<file path="src/rtl/pipelined_adder_if.sv">
// pipelined_adder_if: operand/result stream bundle for pipelined_adder.
// With PIPELINED_ADDER_OVF_EN defined it also carries the signed-overflow flag ovf.
interface pipelined_adder_if #(
    parameter int WIDTH = 16
);
    logic             in_valid;
    logic             in_ready;
    logic [WIDTH-1:0] a;
    logic [WIDTH-1:0] b;
    logic             cin;
    logic             sub;
    logic             out_valid;
    logic             out_ready;
    logic [WIDTH-1:0] sum;
    logic             cout;
`ifdef PIPELINED_ADDER_OVF_EN
    logic             ovf;

    modport master (
        output in_valid, a, b, cin, sub, out_ready,
        input  in_ready, out_valid, sum, cout, ovf
    );
    modport slave (
        input  in_valid, a, b, cin, sub, out_ready,
        output in_ready, out_valid, sum, cout, ovf
    );
`else
    modport master (
        output in_valid, a, b, cin, sub, out_ready,
        input  in_ready, out_valid, sum, cout
    );
    modport slave (
        input  in_valid, a, b, cin, sub, out_ready,
        output in_ready, out_valid, sum, cout
    );
`endif
endinterface

</file>
<file path="src/rtl/pipelined_adder.sv">
// pipelined_adder: segmented ripple-carry add/sub, one SEG-bit slice per stage, valid/ready stream.
// Define PIPELINED_ADDER_OVF_EN to add a pipelined signed-overflow flag on bus.ovf.
module pipelined_adder #(
    parameter int WIDTH = 16,
    parameter int SEG   = 4
) (
    input logic              clk,
    input logic              rst_n,
    pipelined_adder_if.slave bus
);
    localparam int STAGES = WIDTH / SEG;
    localparam int LAST   = STAGES - 1;

    if (WIDTH % SEG != 0) begin : g_bad_cfg
        $error("pipelined_adder: WIDTH must be a multiple of SEG");
    end

    logic             adv;
    logic             v_q   [STAGES];
    logic             c_q   [STAGES];
    logic [WIDTH-1:0] x_q   [STAGES];
    logic [WIDTH-1:0] y_q   [STAGES];
    logic [WIDTH-1:0] s_q   [STAGES];
    logic [SEG:0]     t     [STAGES];
    logic [WIDTH-1:0] s_nxt [STAGES];
    logic             out_valid_q;
    logic [WIDTH-1:0] sum_q;
    logic             cout_q;

    assign adv          = !out_valid_q || bus.out_ready;
    assign bus.in_ready = adv;

    for (genvar k = 0; k < STAGES; k++) begin : g_stage
        assign t[k] = {1'b0, x_q[k][k*SEG +: SEG]} + {1'b0, y_q[k][k*SEG +: SEG]} + (SEG+1)'(c_q[k]);
        // slice k of s_q is still zero here, so OR-ing in the new slice is enough
        assign s_nxt[k] = s_q[k] | (WIDTH'(t[k][SEG-1:0]) << (k * SEG));
        if (k == 0) begin : g_load
            always_ff @(posedge clk or negedge rst_n) begin
                if (!rst_n) begin
                    v_q[0] <= 1'b0;
                    c_q[0] <= 1'b0;
                    x_q[0] <= '0;
                    y_q[0] <= '0;
                    s_q[0] <= '0;
                end else if (adv) begin
                    v_q[0] <= bus.in_valid;
                    c_q[0] <= bus.sub | bus.cin;
                    x_q[0] <= bus.a;
                    y_q[0] <= bus.sub ? ~bus.b : bus.b;
                    s_q[0] <= '0;
                end
            end
        end else begin : g_fwd
            always_ff @(posedge clk or negedge rst_n) begin
                if (!rst_n) begin
                    v_q[k] <= 1'b0;
                    c_q[k] <= 1'b0;
                    x_q[k] <= '0;
                    y_q[k] <= '0;
                    s_q[k] <= '0;
                end else if (adv) begin
                    v_q[k] <= v_q[k-1];
                    c_q[k] <= t[k-1][SEG];
                    x_q[k] <= x_q[k-1];
                    y_q[k] <= y_q[k-1];
                    s_q[k] <= s_nxt[k-1];
                end
            end
        end
    end

    always_ff @(posedge clk or negedge rst_n) begin
        if (!rst_n) begin
            out_valid_q <= 1'b0;
            sum_q       <= '0;
            cout_q      <= 1'b0;
        end else if (adv) begin
            out_valid_q <= v_q[LAST];
            sum_q       <= s_nxt[LAST];
            cout_q      <= t[LAST][SEG];
        end
    end

    assign bus.out_valid = out_valid_q;
    assign bus.sum       = sum_q;
    assign bus.cout      = cout_q;

`ifdef PIPELINED_ADDER_OVF_EN
    logic ovf_q;

    // carry into the MSB is recovered as a^b^sum at that bit
    always_ff @(posedge clk or negedge rst_n) begin
        if (!rst_n) ovf_q <= 1'b0;
        else if (adv) ovf_q <= t[LAST][SEG] ^ x_q[LAST][WIDTH-1] ^ y_q[LAST][WIDTH-1] ^ s_nxt[LAST][WIDTH-1];
    end

    assign bus.ovf = ovf_q;
`endif
endmodule

</file>
<file path="src/flat_wrapper.sv">
// flat-port wrapper written by rule: the top's interface ports become plain ports
module pipelined_adder_flat 
#(
    parameter int WIDTH = 16,
    parameter int SEG   = 4
)
  (clk, rst_n, bus_in_valid, bus_a, bus_b, bus_cin, bus_sub, bus_out_ready, bus_in_ready, bus_out_valid, bus_sum, bus_cout);
  pipelined_adder_if #(.WIDTH(WIDTH)) bus_i ();
  input logic clk;
  input logic rst_n;
  input wire logic [$bits(bus_i.in_valid)-1:0] bus_in_valid;
  input wire logic [$bits(bus_i.a)-1:0] bus_a;
  input wire logic [$bits(bus_i.b)-1:0] bus_b;
  input wire logic [$bits(bus_i.cin)-1:0] bus_cin;
  input wire logic [$bits(bus_i.sub)-1:0] bus_sub;
  input wire logic [$bits(bus_i.out_ready)-1:0] bus_out_ready;
  output wire logic [$bits(bus_i.in_ready)-1:0] bus_in_ready;
  output wire logic [$bits(bus_i.out_valid)-1:0] bus_out_valid;
  output wire logic [$bits(bus_i.sum)-1:0] bus_sum;
  output wire logic [$bits(bus_i.cout)-1:0] bus_cout;
  assign bus_i.in_valid = bus_in_valid;
  assign bus_i.a = bus_a;
  assign bus_i.b = bus_b;
  assign bus_i.cin = bus_cin;
  assign bus_i.sub = bus_sub;
  assign bus_i.out_ready = bus_out_ready;
  assign bus_in_ready = bus_i.in_ready;
  assign bus_out_valid = bus_i.out_valid;
  assign bus_sum = bus_i.sum;
  assign bus_cout = bus_i.cout;
  pipelined_adder #(.WIDTH(WIDTH), .SEG(SEG)) u_core (.clk(clk), .rst_n(rst_n), .bus(bus_i));
endmodule
</file>
<file path="config.mk">
export PLATFORM = sky130hd
export DESIGN_NAME = pipelined_adder_flat
export DESIGN_NICKNAME = d
export VERILOG_FILES = /design/src/rtl/pipelined_adder_if.sv /design/src/rtl/pipelined_adder.sv /design/src/flat_wrapper.sv
export SDC_FILE = /design/constraint.sdc
export NUM_CORES = 1
export LEC_CHECK = 0
export ABC_AREA = 1
export CAP_MARGIN = 10
export CORE_MARGIN = 1.5
export CORE_UTILIZATION = 50
export CTS_CLUSTER_DIAMETER = 40
export DETAILED_ROUTE_END_ITERATION = 12
export GPL_TIMING_DRIVEN = 0
export PLACE_DENSITY = 0.77
export SETUP_SLACK_MARGIN = 0.3
export SLEW_MARGIN = 20
export SYNTH_ARGS = -nofsm -noshare
export SYNTH_HDL_FRONTEND = slang
export SYNTH_SLANG_ARGS = --single-unit
</file>
<file path="constraint.sdc">
create_clock -name clk -period 1.5 [get_ports clk]
set_input_delay 0.15 -clock clk [delete_from_list [all_inputs] [get_ports clk]]
set_output_delay 0.15 -clock clk [all_outputs]
set_load 0.01 [all_outputs]
</file>
Yosys cells after proc, flatten, opt, wreduce, memory -nomap -nowiden
Cells that the tools add are included.

Add/sub/neg operators: 8. Multiplexer cells: 1. Bitwise gates (word level): 5. Reduce and logical (&&, ||, !) cells: 2.

Operators with widths (count): adder 4 x 4 -> 5 bit (4); adder 5 x 1 -> 5 bit (4); 2-to-1 mux 16 bit (1); NOT 16 bit (1); bitwise OR 16 x 12 -> 16 bit (1); bitwise OR 16 bit (1); bitwise OR 4 x 8 -> 8 bit (1); logical NOT 1 bit (1); logical OR 1 bit (1); bitwise OR 1 bit (1).

Register bits after elaboration: 190. Bits of input ports: 38. Logic and storage cells: 38.

Logic depth before layout (Yosys ltp)
Depth after elaboration: 3. Depth in mapped cells: 8.

Worst setup path after synthesis
Ideal clock, no wire load.

Kind: flip-flop to flip-flop. Start: register u_core.y_q[12] (netlist name). End: register u_core.cout_q, in the netlist u_core.bus.cout. Setup time: 0.122 ns. Arrival time: 1.435 ns. Slack: -0.057 ns. Stages on the path, launching flop included: 7. Path buffers: 0. Clock period less this slack: 1.557 ns. Cells stage by stage: dfrtp_1 -> fa_1 -> fa_1 -> nand2_1 -> nand2_1 -> nand2_1 -> a21oi_1.

Longest elaborated chain between the ends: 2.

RTL lines: start, declared (RTL line pipelined_adder.sv:22) `logic [WIDTH-1:0] y_q [STAGES];`; start signal, assigned by index (RTL line pipelined_adder.sv:65) `y_q[k] <= y_q[k-1];`; adder 4 x 4 -> 5 bit (RTL line pipelined_adder.sv:34) `assign t[k] = {1'b0, x_q[k][k*SEG +: SEG]} + {1'b0, y_q[k][k*SEG +: SEG]} + (SEG+1)'(c_q[k]);`; adder 5 x 1 -> 5 bit (RTL line pipelined_adder.sv:34); end signal, assigned (RTL line pipelined_adder.sv:80) `cout_q <= t[LAST][SEG];`; end, declared (RTL line pipelined_adder.sv:28) `logic cout_q;`.

No other way between the ends. A chain may end at the register's enable or synchronous reset.

Worst setup path in the final report
Start: register u_core.x_q[24] (netlist name). End: register u_core.c_q[0] (netlist name).

Longest elaborated chain between the ends: 2.

RTL lines: start, declared (RTL line pipelined_adder.sv:21) `logic [WIDTH-1:0] x_q [STAGES];`; start signal, assigned by index (RTL line pipelined_adder.sv:64) `x_q[k] <= x_q[k-1];`; adder 4 x 4 -> 5 bit (RTL line pipelined_adder.sv:34); adder 5 x 1 -> 5 bit (RTL line pipelined_adder.sv:34); end signal, assigned by index (RTL line pipelined_adder.sv:63) `c_q[k] <= t[k-1][SEG];`; end, declared (RTL line pipelined_adder.sv:20) `logic c_q [STAGES];`.

No other way between the ends.

==> run_results.csv <==
group,metric,value,unit
status,violations,"setup timing",
worst_hold_path,hold_class,"input port to asynchronous set/reset pin",
place,place_congestion,0.837,
pwr,p_per_area,2410,mW/mm^2
route,drt_iter0_drc,547,
clock_tree,cts_buffer_depth,2,
worst_setup_path,crit_path_start_kind,"register",
layout,area_growth,51.9,%
worst_setup_path,crit_required,1970,ps
global_route,grt_usage,0.297,
route,avgRoutedWirePerCell,23.0,um
floorplanning,core,0.0108,mm^2
global_route,grt_pass1_wl,25400,um
worst_setup_path,worst-setup-path-type,"register to register",
floorplanning,rows,38,
global_route,grt-ovfl-total,0,
route,routed_wl,20300,um
pwr,vdd_ir_drop_max,952,uV
yosys,synth-seq-cells,130,
worst_setup_path,slowest_stage,"dfrtp_1",
layout,drive_gt1_frac,0.356,
clock_tree,cts_buffers,17,
pwr,power.leakage,4.13,nW
clock_tree,clk_pin_slew_worst_paths,70,ps
yosys,synthDominantCellAreaShare,0.587,
yosys,yosysTopAreaCell,"dfrtp_1",
global_route,antenna_found_initial,0,
place,dp.cells,792,
timing,relSlewSlack,0.608,
route,drc,0,
worst_setup_path,worst_setup_path_end_kind,"register",
route,vias,5244,
yosys,ys_warn_count,0,
yosys,synthCells,596,
worst_setup_path,r2r_end,"u_core.c_q[0]$_DFFE_PN0P_",
yosys,ys_seq_area_frac,0.587,
clock_tree,cts_sinks,130,
timing,fin_crit,1700,ps
worst_setup_path,rr_worst_depth,7,
timing,report.final.slew_viol_count,0,
timing,setup_ws,-200,ps
status,status,"finished with violations",
layout,final_nets,790,
worst_setup_path,max_stage_delay,410,ps
timing,max_slew.worst_pin.slew,588,ps
timing,setup_viol_count_final,35,
worst_setup_path,path_max_fanout,2,
floorplanning,initial_core_util,0.512,
timing,clock_skew,11.2,ps
layout,final_util,0.777,
yosys,avgSynthCellArea,9.31,um^2
global_route,grt_start_max_net_pins,71,
floorplanning,die_w,108,um
route,ant_nets,0,
worst_setup_path,crit_path_cell_trace,"fa_2 -> inv_2 -> fa_2 -> or2_4 -> nand2_2 -> nand2_2 -> a21oi_2",
yosys,synth_cell_types,18,
global_route,first_global_vias,4900,
worst_setup_path,cp.arrival,2170,ps
floorplanning,io_pins,57,
timing,finalCritPeriodShare,1.13,
place,io_buffers,55,
worst_setup_path,worstReg2RegStart,"u_core.x_q[24]$_DFFE_PN0P_",
clock_tree,clkLatencyLatePin,550,ps
clock_tree,cts-root-buf,"clkbuf_8",
timing,hold_viol,0,
layout,n_antenna_cell,0,
timing,setup_tns,-3050,ps
worst_setup_path,reg2reg_slack,-200,ps
timing,fmax,0.588,GHz
pwr,total_power,20.3,mW
yosys,synthTopCellsByArea,"dfrtp_1 (59%), nand2_1 (15%), o21ai_0 (7.2%), inv_1 (3.5%), fa_1 (2.9%)",
timing,rsz0062_at_grt,"true",
yosys,syn-cell-area,0.00555,mm^2
yosys,synth_nets,654,
clock_tree,cts_tree,"built",
clock_tree,cts_max_level,4,
floorplanning,dieArea,0.0117,mm^2
floorplanning,die_h,108,um
route,via_per_inst,5.93,
place,place_hpwl,8720,um
route,first_pass_iters,6,
run,cap_viol_max_count,0,
layout,stdcell_count,884,
==> registers in the layout, indices dropped and copies added (netlist names) <==
register              count
u_core.bus.sum           16
u_core.s_q               24
u_core.c_q                4
u_core.v_q                4
u_core.x_q               40
u_core.y_q               40
u_core.bus.out_valid      1
u_core.bus.cout           1
==> cells in the mapped netlist <==
cell type,n
buf_2,13
inv_1,52
dfrtp_1,130
or2_2,4
fa_1,8
inv_2,1
nand2_1,223
nand3_1,12
nor2_1,14
nor2_4,1
clkbuf_1,8
o21ai_0,80
ha_1,12
xnor2_1,16
o21ai_1,8
buf_6,8
a21oi_1,5
buf_4,1
==> cells by family (layout without fill, tap and decap cells) <==
kind of cell	count (synthesis)	in the layout	synth area share
buf+inv	83	231	0.0706
compound gates	93	93	0.0839
xor+xnor	16	16	0.0253
fa+ha+maj	20	20	0.0559
simple gates	254	254	0.178
flops	130	130	0.587
==> routing by layer <==
layer | global-route usage | vias to the layer above | part of all wire
met4 | 0.164 | 0 | 0.090
met3 | 0.0856 | 164 | 0.11
met5 | 0 | - | 0
met2 | 0.489 | 448 | 0.47
li1 | - | 2140 | -
met1 | 0.350 | 2492 | 0.34
==> power breakdown <==
| group | internal, mW | switching, mW | leakage [nW] |
|---|---|---|---|
| Sequential | 5.08 | 1.22 | 1.58 |
| Clock | 2.98 | 1.62 | 0.310 |
| Combinational | 4.35 | 5.04 | 2.25 |
| Total | 12.4 | 7.88 | 4.13 |
==> worst max-delay path: cells and delay by family, from the launching register on <==
kind,cells,cell delay (ps)
DFF,1,410
adders and majority gates,2,630
AOI/OAI and AO/OA,1,140
and+or+nand+nor,3,400
buffers and inverters,1,50
==> area by class of cell <==
class                   count  area [um^2]
inverters                  53          199
fillers                   571         2410
plain buffers              30          482
flip-flops and latches    130         3250
clock inverters            10          180
clock buffers              21          459
multi-input cells         383         2360
well taps                 140          175
repair buffers            117         1320
==> metrics by stage <==
stage	hold slack, ps	cell area, um^2	setup slack [ps]
after global placement	454	6310	-4570
after global routing	184	8430	-248
final	157	8430	-200
after CTS	155	7740	-147
after detailed placement	167	6340	-466
after floorplan	-146	5580	39.8
==> layout by cell type, fill, tap and decap left out, types with 3 or more instances in the layout <==
| master | Yosys | routed |
|---|---|---|
| nand2_1 | 223 | 162 |
| nand2_4 | 0 | 13 |
| xnor2_1 | 16 | 16 |
| o21ai_0 | 80 | 12 |
| clkbuf_8 | 0 | 4 |
| nand3_2 | 0 | 7 |
| buf_2 | 13 | 16 |
| o21ai_4 | 0 | 3 |
| buf_6 | 8 | 15 |
| nor2_1 | 14 | 13 |
| clkbuf_16 | 0 | 26 |
| or2_4 | 0 | 3 |
| buf_8 | 0 | 11 |
| o21ai_2 | 0 | 31 |
| clkinv_2 | 0 | 3 |
| buf_12 | 0 | 13 |
| inv_1 | 52 | 47 |
| fa_2 | 0 | 8 |
| clkdlybuf4s50_1 | 0 | 35 |
| bufbuf_16 | 0 | 6 |
| buf_4 | 1 | 35 |
| nand2_2 | 0 | 48 |
| o21ai_1 | 8 | 42 |
| dfrtp_1 | 130 | 130 |
| a21oi_2 | 0 | 3 |
| inv_2 | 1 | 6 |
| bufinv_16 | 0 | 5 |
| nand3_1 | 12 | 5 |
| ha_1 | 12 | 11 |
==> worst max-delay path by stage <==
stage	startpoint	end	slack, ps	cells past startpoint
2_1_floorplan	u_core.y_q[12]$_DFFE_PN0P_	u_core.bus.cout$_DFFE_PN0P_	40	6
3_3_place_gp	rst_n	u_core.x_q[61]$_DFFE_PN0P_	-4570	1
3_5_place_dp	bus_out_ready	bus_in_ready	-470	6
4_1_cts	u_core.bus.out_valid$_DFFE_PN0P_	bus_in_ready	-150	6
5_1_grt	u_core.x_q[24]$_DFFE_PN0P_	u_core.c_q[0]$_DFFE_PN0P_	-250	7
6_report	u_core.x_q[24]$_DFFE_PN0P_	u_core.c_q[0]$_DFFE_PN0P_	-200	7
==> repair_timing <==
action | in CTS | in global routing
cloned | 7 | 8
pin swaps | 13 | 15
endpoints found under the setup margin | 145 | 149
setup buffers | 33 | 11
hold buffers | 2 | 0
hold endpoints to repair | 61 | 0
resized for setup | 204 | 152
Note: power is estimated with default switching activity, not from simulation.
